**config.mk**
```make
export PLATFORM = sky130hd
export DESIGN_NAME = bus_split_arbiter
export DESIGN_NICKNAME = d
export VERILOG_FILES = /design/src/rtl/bus_split_arbiter_pkg.sv /design/src/rtl/bus_split_arbiter_watchdog.sv /design/src/rtl/bus_split_arbiter.sv
export SDC_FILE = /design/constraint.sdc
export NUM_CORES = 1
export LEC_CHECK = 0
export BUFFER_PORTS_ARGS = -buffer_cell sky130_fd_sc_hd__buf_2
export CORE_ASPECT_RATIO = 0.9
export CORE_UTILIZATION = 40
export DETAILED_ROUTE_END_ITERATION = 8
export GPL_TIMING_DRIVEN = 0
export SLEW_MARGIN = 15
export SYNTH_ARGS = -nofsm -noshare
export SYNTH_HDL_FRONTEND = slang
export SYNTH_SLANG_ARGS = --single-unit
```
**constraint.sdc**
```tcl
create_clock -name clk -period 2.7 [get_ports clk]
set_input_delay 0.135 -clock clk [delete_from_list [all_inputs] [get_ports clk]]
set_output_delay 0.135 -clock clk [all_outputs]
set_load 0.01 [all_outputs]
```
**src/rtl/bus_split_arbiter_pkg.sv**
```systemverilog
// bus_arb_pkg: shared state, owner encodings and defaults for the split-transaction bus arbiter
package bus_arb_pkg;
  typedef enum logic [1:0] {IDLE, GNT1, GNT2, SPLIT_GNT} arb_state_t;
  typedef enum logic [1:0] {OWNER_NONE = 2'd0, OWNER_INIT1 = 2'd1, OWNER_INIT2 = 2'd2} owner_t;
  localparam int DEFAULT_TIMEOUT = 4096;
endpackage

```
**src/rtl/bus_split_arbiter_watchdog.sv**
```systemverilog
// bus_arb_watchdog: grant-hold counter that flags expiry on the last permitted cycle
module bus_arb_watchdog
  import bus_arb_pkg::*;
#(
  parameter int TIMEOUT_CYCLES = DEFAULT_TIMEOUT,
  parameter int CNT_W = (TIMEOUT_CYCLES > 0) ? $clog2(TIMEOUT_CYCLES + 1) : 1
) (
  input  logic clk,
  input  logic rst_n,
  input  logic clr,
  input  logic en,
  output logic expire
);
  logic [CNT_W-1:0] cnt;
  always_ff @(posedge clk or negedge rst_n)
    if (!rst_n) cnt <= '0;
    else cnt <= clr ? '0 : en ? cnt + 1'b1 : cnt;
  assign expire = (TIMEOUT_CYCLES != 0) && en && (cnt == CNT_W'(TIMEOUT_CYCLES - 1));
endmodule

```
**src/rtl/bus_split_arbiter.sv**
```systemverilog
// bus_split_arbiter: two-initiator bus arbiter with split-transaction parking and grant watchdog
module bus_split_arbiter
  import bus_arb_pkg::*;
#(
  parameter logic ROUND_ROBIN = 1'b1,
  parameter int TIMEOUT_CYCLES = DEFAULT_TIMEOUT,
  parameter int CNT_W = (TIMEOUT_CYCLES > 0) ? $clog2(TIMEOUT_CYCLES + 1) : 1
) (
  input  logic       clk,
  input  logic       rst_n,
  input  logic       init1_req,
  input  logic       init2_req,
  input  logic       split_ack,
  input  logic       split_req,
  output logic       init1_grant,
  output logic       init2_grant,
  output logic       init1_split_ack,
  output logic       init2_split_ack,
  output logic       split_grant,
  output logic [1:0] bus_owner,
  output logic       split_pending,
  output logic       timeout_err
);
  arb_state_t state, state_nxt;
  owner_t parked, park_nxt;
  logic pend_nxt, ptr, ptr_nxt, mask1, mask2, mask1_nxt, mask2_nxt;
  logic ack1_nxt, ack2_nxt, to_nxt, expire, e1, e2, cur_req;
  bus_arb_watchdog #(.TIMEOUT_CYCLES(TIMEOUT_CYCLES), .CNT_W(CNT_W)) u_wd (
    .clk(clk),
    .rst_n(rst_n),
    .clr(state_nxt != state),
    .en(state != IDLE),
    .expire(expire)
  );
  assign e1 = init1_req && !mask1 && parked != OWNER_INIT1;
  assign e2 = init2_req && !mask2 && parked != OWNER_INIT2;
  assign cur_req = (state == GNT1) ? init1_req : init2_req;
  always_comb begin
    state_nxt = state;
    pend_nxt = split_pending;
    park_nxt = parked;
    ptr_nxt = ptr;
    mask1_nxt = mask1 & init1_req;
    mask2_nxt = mask2 & init2_req;
    ack1_nxt = 1'b0;
    ack2_nxt = 1'b0;
    to_nxt = 1'b0;
    case (state)
      IDLE:
        if (split_req && split_pending) state_nxt = SPLIT_GNT;
        else if (e1 && (!e2 || !ROUND_ROBIN || !ptr)) state_nxt = GNT1;
        else if (e2) state_nxt = GNT2;
      GNT1, GNT2:
        if (expire) begin
          state_nxt = IDLE;
          to_nxt = 1'b1;
          mask1_nxt = mask1_nxt | (state == GNT1);
          mask2_nxt = mask2_nxt | (state == GNT2);
        end else if (split_ack && !split_pending) begin
          state_nxt = IDLE;
          pend_nxt = 1'b1;
          park_nxt = (state == GNT1) ? OWNER_INIT1 : OWNER_INIT2;
          ack1_nxt = state == GNT1;
          ack2_nxt = state == GNT2;
        end else if (!cur_req) begin
          state_nxt = IDLE;
          ptr_nxt = state == GNT1;
        end
      default:
        if (expire || !split_req) begin
          state_nxt = IDLE;
          pend_nxt = 1'b0;
          park_nxt = OWNER_NONE;
          to_nxt = expire;
          mask1_nxt = mask1_nxt | (expire && parked == OWNER_INIT1);
          mask2_nxt = mask2_nxt | (expire && parked == OWNER_INIT2);
        end
    endcase
  end
  always_ff @(posedge clk or negedge rst_n)
    if (!rst_n) begin
      state <= IDLE;
      parked <= OWNER_NONE;
      split_pending <= 1'b0;
      ptr <= 1'b0;
      mask1 <= 1'b0;
      mask2 <= 1'b0;
      init1_split_ack <= 1'b0;
      init2_split_ack <= 1'b0;
      timeout_err <= 1'b0;
    end else begin
      state <= state_nxt;
      parked <= park_nxt;
      split_pending <= pend_nxt;
      ptr <= ptr_nxt;
      mask1 <= mask1_nxt;
      mask2 <= mask2_nxt;
      init1_split_ack <= ack1_nxt;
      init2_split_ack <= ack2_nxt;
      timeout_err <= to_nxt;
    end
  assign split_grant = state == SPLIT_GNT;
  assign init1_grant = (state == GNT1) || (split_grant && parked == OWNER_INIT1);
  assign init2_grant = (state == GNT2) || (split_grant && parked == OWNER_INIT2);
  assign bus_owner = init1_grant ? OWNER_INIT1 : init2_grant ? OWNER_INIT2 : OWNER_NONE;
endmodule

```
### Word-level counts from Yosys, hierarchy flattened

Cells that the tools add are included.

| storage, ports and cells | value |
|---|---|
| output and inout bits | 9 |
| word-level logic and storage cells | 98 |
| bits in registers | 24 |

| cells by class | value |
|---|---|
| reduce and logical (&&, ||, !) cells | 29 |
| mux-type cells | 37 |
| bitwise operators | 10 |
| equality and inequality tests | 11 |
| add/sub/neg operators | 1 |

Operators by type and width:

| operator | count |
|---|---|
| $mux 13 | 2 |
| $mux 2 | 13 |
| $mux 1 | 16 |
| $add 13x1->13 const B | 1 |
| $eq 13x12->1 const B | 1 |
| $logic_and 1x1->1 | 12 |
| $pmux 1 s2 | 4 |
| $pmux 2 s2 | 2 |
| $reduce_and 4->1 | 2 |
| $eq 2x2->1 const B | 3 |
| $logic_not 1->1 | 6 |
| $ne 2x2->1 const B | 3 |
| $reduce_bool 2->1 | 3 |
| $eq 2x1->1 const B | 2 |
| $logic_or 1x1->1 | 4 |
| $not 1->1 | 4 |
| $or 1x1->1 | 4 |
| $and 1x1->1 | 2 |
| $logic_not 2->1 | 1 |
| $ne 2x1->1 const B | 1 |
| $ne 2x2->1 | 1 |
| $reduce_or 2->1 | 1 |

### Depth between registers and ports, before layout

| depth | value |
|---|---|
| depth in word-level cells | 11 |
| mapped depth | 9 |

### Cells and area by module

Synthesis repeated with hierarchy kept, for this count alone.

| second synthesis, totals | value |
|---|---|
| cells, all modules | 142 |
| area, all modules | 1412.6 um2 |

By module, submodules not included:

| module | area each (um2) | cells each | times used | sequential area each (um2) |
|---|---|---|---|---|
| bus_split_arbiter | 765.7 | 79 | 1 | 275.3 |
| bus_arb_watchdog | 646.9 | 63 | 1 | 325.3 |

### Worst setup path before layout

Ideal clock, no wire load.

| path | value |
|---|---|
| kind | flip-flop to flip-flop |
| from | register state[1] |
| to | register u_wd.cnt[12] |
| path slack | 632 ps |
| setup time | 120 ps |
| data arrival time | 1948 ps |
| clock period less this slack | 2068 ps |
| buffers on the path | 2 |
| cell stages (with the launch flop) | 10 |
| cells stage by stage | dfrtp_1 > clkbuf_2 > inv_1 > ha_1 > nand3b_4 > nor3_2 > a21boi_2 > o211ai_1 > buf_6 > nor3_2 |

| on the way | value |
|---|---|
| longest elaborated chain between the ends | 8 |

Ends and longest elaborated chain:

| what | RTL line | RTL |
|---|---|---|
| start: declaration | bus_split_arbiter.sv:24 | `arb_state_t state, state_nxt;` |
| start signal: assignment | bus_split_arbiter.sv:92 | `state <= state_nxt;` |
| $eq 2x1->1 | bus_split_arbiter.sv:37, bus_split_arbiter.sv:48 |  |
| $mux 1 | bus_split_arbiter.sv:37 | `assign cur_req = (state == GNT1) ? init1_req : init2_req;` |
| $mux 2 | bus_split_arbiter.sv:65 | `end else if (!cur_req) begin` |
| $mux 2 | bus_split_arbiter.sv:59 | `end else if (split_ack && !split_pending) begin` |
| $mux 2 | bus_split_arbiter.sv:54 | `if (expire) begin` |
| $pmux 2 s2 | bus_split_arbiter.sv:48 | `case (state)` |
| $ne 2x2->1 | bus_split_arbiter.sv:31 | `.clr(state_nxt != state),` |
| $mux 13 or $reduce_bool 2->1 (tied branches) | n/a |  |
| end signal: assignment | bus_split_arbiter_watchdog.sv:17 | `else cnt <= clr ? '0 : en ? cnt + 1'b1 : cnt;` |
| end: declaration | bus_split_arbiter_watchdog.sv:14 | `logic [CNT_W-1:0] cnt;` |

Several ways; a longest one is shown, not always the timed one.
A chain may end at the register's enable or synchronous reset.

### Worst setup path after layout

| path | value |
|---|---|
| from | register state[1] |
| to | register u_wd.cnt[10] |

Same word-level chain as after synthesis.

==> flow_metrics.tcl <==
set metrics [dict create \
    coreArea_mm2 0.00373 \
    crit_top_cell "nor3_2" \
    p_leak_nw 0.789 \
    slew_viol_final 0 \
    crit_required_ps 2850 \
    fill_cells 363 \
    path_delay_family "compound AO/OA/AOI/OAI gates" \
    finalHoldViolations 0 \
    cp_num_cells 9 \
    antenna_found_initial 0 \
    placementRows 21 \
    final_nets 197 \
    drt_iter0_drc 63 \
    outcome "completed" \
    yosysWarnings 0 \
    hp-start "init1_req" \
    die-area_mm2 0.00416 \
    worst-r2r-cell-count 9 \
    reg2reg_slack_ps 260 \
    start_kind "register" \
    crit_start "state[1]" \
    num_vias 1265 \
    critical_path_class "reg2reg" \
    wl_per_cell_um 14.1 \
    rsz0062_at_grt "false" \
    layout_min_cycle_time_ps 2440 \
    cp.arrival_ps 2590 \
    synthTopCellsByArea "dfrtp_1 38%, nor3_2 7.0%, ha_1 4.8%" \
    die_h_um 61.3 \
    synth_fp_nets 177 \
    ys_seq_area_frac 0.384 \
    worst-path-buf-inv 3 \
    slew_headroom 0.632 \
    grt_usage 0.186 \
    synth_area_per_cell_um2 9.48 \
    num_io_pins 15 \
    min_path_type "in2reg" \
    grt_start_max_net_pins 25 \
    port-buffer-count 14 \
    diodes 0 \
    tightestPinTransition_ps 552 \
    worstSkewPairLatency_ps 260 \
    synth_area_mm2 0.00156 \
    max-vdd-ir-drop_mv 0.463 \
    clock_skew_ps 2.01 \
    critPathCaptureType "register" \
    synth-edff-count 0 \
    period_share 0.904 \
    grt_pass1_vias 1220 \
    drive_gt1_frac 0.246 \
    placed_cell_area_mm2 0.00169 \
    clock_tree.htree_level_count 1 \
    power_density_mw_per_mm2 967 \
    design_area_mm2 0.00174 \
    ys_seq_elements 24 \
    cts-buffers-inserted 3 \
    reg2reg_from "state[1]" \
    first_pass_iters 4 \
    synth.most_common_cell "dfrtp_1" \
    cpMaxStageDelayCell "dfrtp_1" \
    synth_cell_types 48 \
    synthArstFlopShare 1.00 \
    cp-endpoint "u_wd.cnt[10]" \
    max_stage_delay_ps 420 \
    tns_ps 0 \
    vias_per_cell 5.52 \
    drt_wl_total_um 3230 \
    cts_sinks 24 \
    synth_common_cells "24 x dfrtp_1, 18 x nand2_1, 13 x nor2_1, 11 x nor3_2" \
    crit_fanout 10 \
    path_clk_slew_ps 80 \
    areaGrowthSynthToFinish_pct 11.4 \
    multi_input_area_um2 885 \
    synth_top_area_cell "dfrtp_1" \
    worstPathCellList "clkbuf_2 > inv_1 > ha_1 > nand3b_4 > nor3_2 > a21boi_2 > o211ai_1 > buf_6 > nor3_2" \
    root_buffer "clkbuf_8" \
    regToRegEndpoint "u_wd.cnt[10]" \
    antenna_left 0 \
    start_util 0.419 \
    ctsResizeCount 0 \
    setup_violations 0 \
    drv_cap 0 \
    die_x_um 67.9 \
    dpl.hpwl_um 2450 \
    overflow 0 \
    power_mw 1.68 \
    grt_pass1_wl_um 5730 \
    ys.flop_type "dfrtp_1" \
    max_freq_mhz 410 \
    synth_cells 165 \
    synth_top_area_frac 0.384 \
    gp_congestion 0.841 \
    clock_path_buffers 2 \
    register_area_um2 601 \
    cts_tree "built" \
    drc_errors 0 \
]
[what timing repair did]
action | in CTS | in global routing
hold buffers | 1 | 0
hold endpoints to repair | 24 | 0
buffers inserted | 0 | 0
[cells in the final DEF (no fill, tap or decap), types with 2 or more instances in the layout]
cell      count
ha_1          6
nand3_1       8
dfrtp_1      24
a31oi_1       3
xor2_1        6
a211oi_1      2
o21a_1        2
inv_1         8
nor2b_2       2
nand2_1      18
buf_2        16
nor3_1        4
clkbuf_8      3
o21ai_0       5
nor2b_1       2
a21oi_1       5
nand2b_1      3
nor2_1       13
mux2i_1       2
o211ai_1      6
xnor2_1       5
nor3_2       11
buf_6         2
[kinds of logic (layout without fill, tap and decap cells)]
| kind of cell | Yosys count | after routing | share of synthesized area |
|---|---|---|---|
| buffers and inverters | 15 | 33 | 0.0504 |
| muxes | 3 | 3 | 0.0200 |
| xor gates and xnor gates | 11 | 11 | 0.0616 |
| AOI/OAI and AO/OA | 35 | 35 | 0.166 |
| DFF | 24 | 24 | 0.384 |
| and+or+nand+nor | 71 | 71 | 0.270 |
| adders and majority gates | 6 | 6 | 0.0480 |
[worst min path at each step]
stage | cells past startpoint | to | slack [ps]
2_1_floorplan | 0 | init1_split_ack | -160
3_3_place_gp | 1 | u_wd.cnt[6] | 150
3_5_place_dp | 1 | timeout_err | 170
4_1_cts | 3 | mask1 | 170
5_1_grt | 2 | ptr | 180
6_report | 3 | mask1 | 170
[state kept, by name (all words and copies together), names as in the netlist]
register / flops
init2_split_ack: 1
timeout_err: 1
u_wd.cnt: 13
state: 2
split_pending: 1
ptr: 1
parked: 2
mask2: 1
mask1: 1
init1_split_ack: 1
[where the power goes]
group	internal [mW]	switching (mW)	total, mW
Sequential	0.430	0.0802	0.510
Combinational	0.378	0.589	0.967
Clock	0.0996	0.108	0.208
Total	0.907	0.778	1.68
[metrics by stage]
stage               setup slack (ps)  utilization  hold WS, ps  cells
global placement                 316        0.453          153    225
CTS                              233        0.467          168    229
detailed placement               257        0.453          168    225
floorplan                        632            -         -161    165
global route                    47.8        0.467          183    229
finish                           259        0.467          173    229
[per-layer routing]
metal  track usage  vias up  part of all wire
met4        0.0446        0            0.0096
li1              -      621                 -
met3        0.0389        4             0.055
met5             0        -                 0
met2         0.279       44              0.45
met1         0.275      596              0.49
[area by class of cell]
type / instances / share of cell area
timing repair buffer: 15 / 0.0459
buffer: 7 / 0.0280
inverter: 8 / 0.0172
clock buffer: 3 / 0.0237
multi-input combinational: 126 / 0.508
tap: 46 / 0.0330
sequential: 24 / 0.345
[worst register-to-register path: cells and delay by family (launching register included)]
kind                     cells  cell delay [ps]
adder cells (fa/ha/maj)      1              260
buffers and inverters        3              530
AO/OA/AOI/OAI                2              570
flip-flops                   1              420
AND/OR/NAND/NOR              3              540
(Power assumes the default switching activity.)
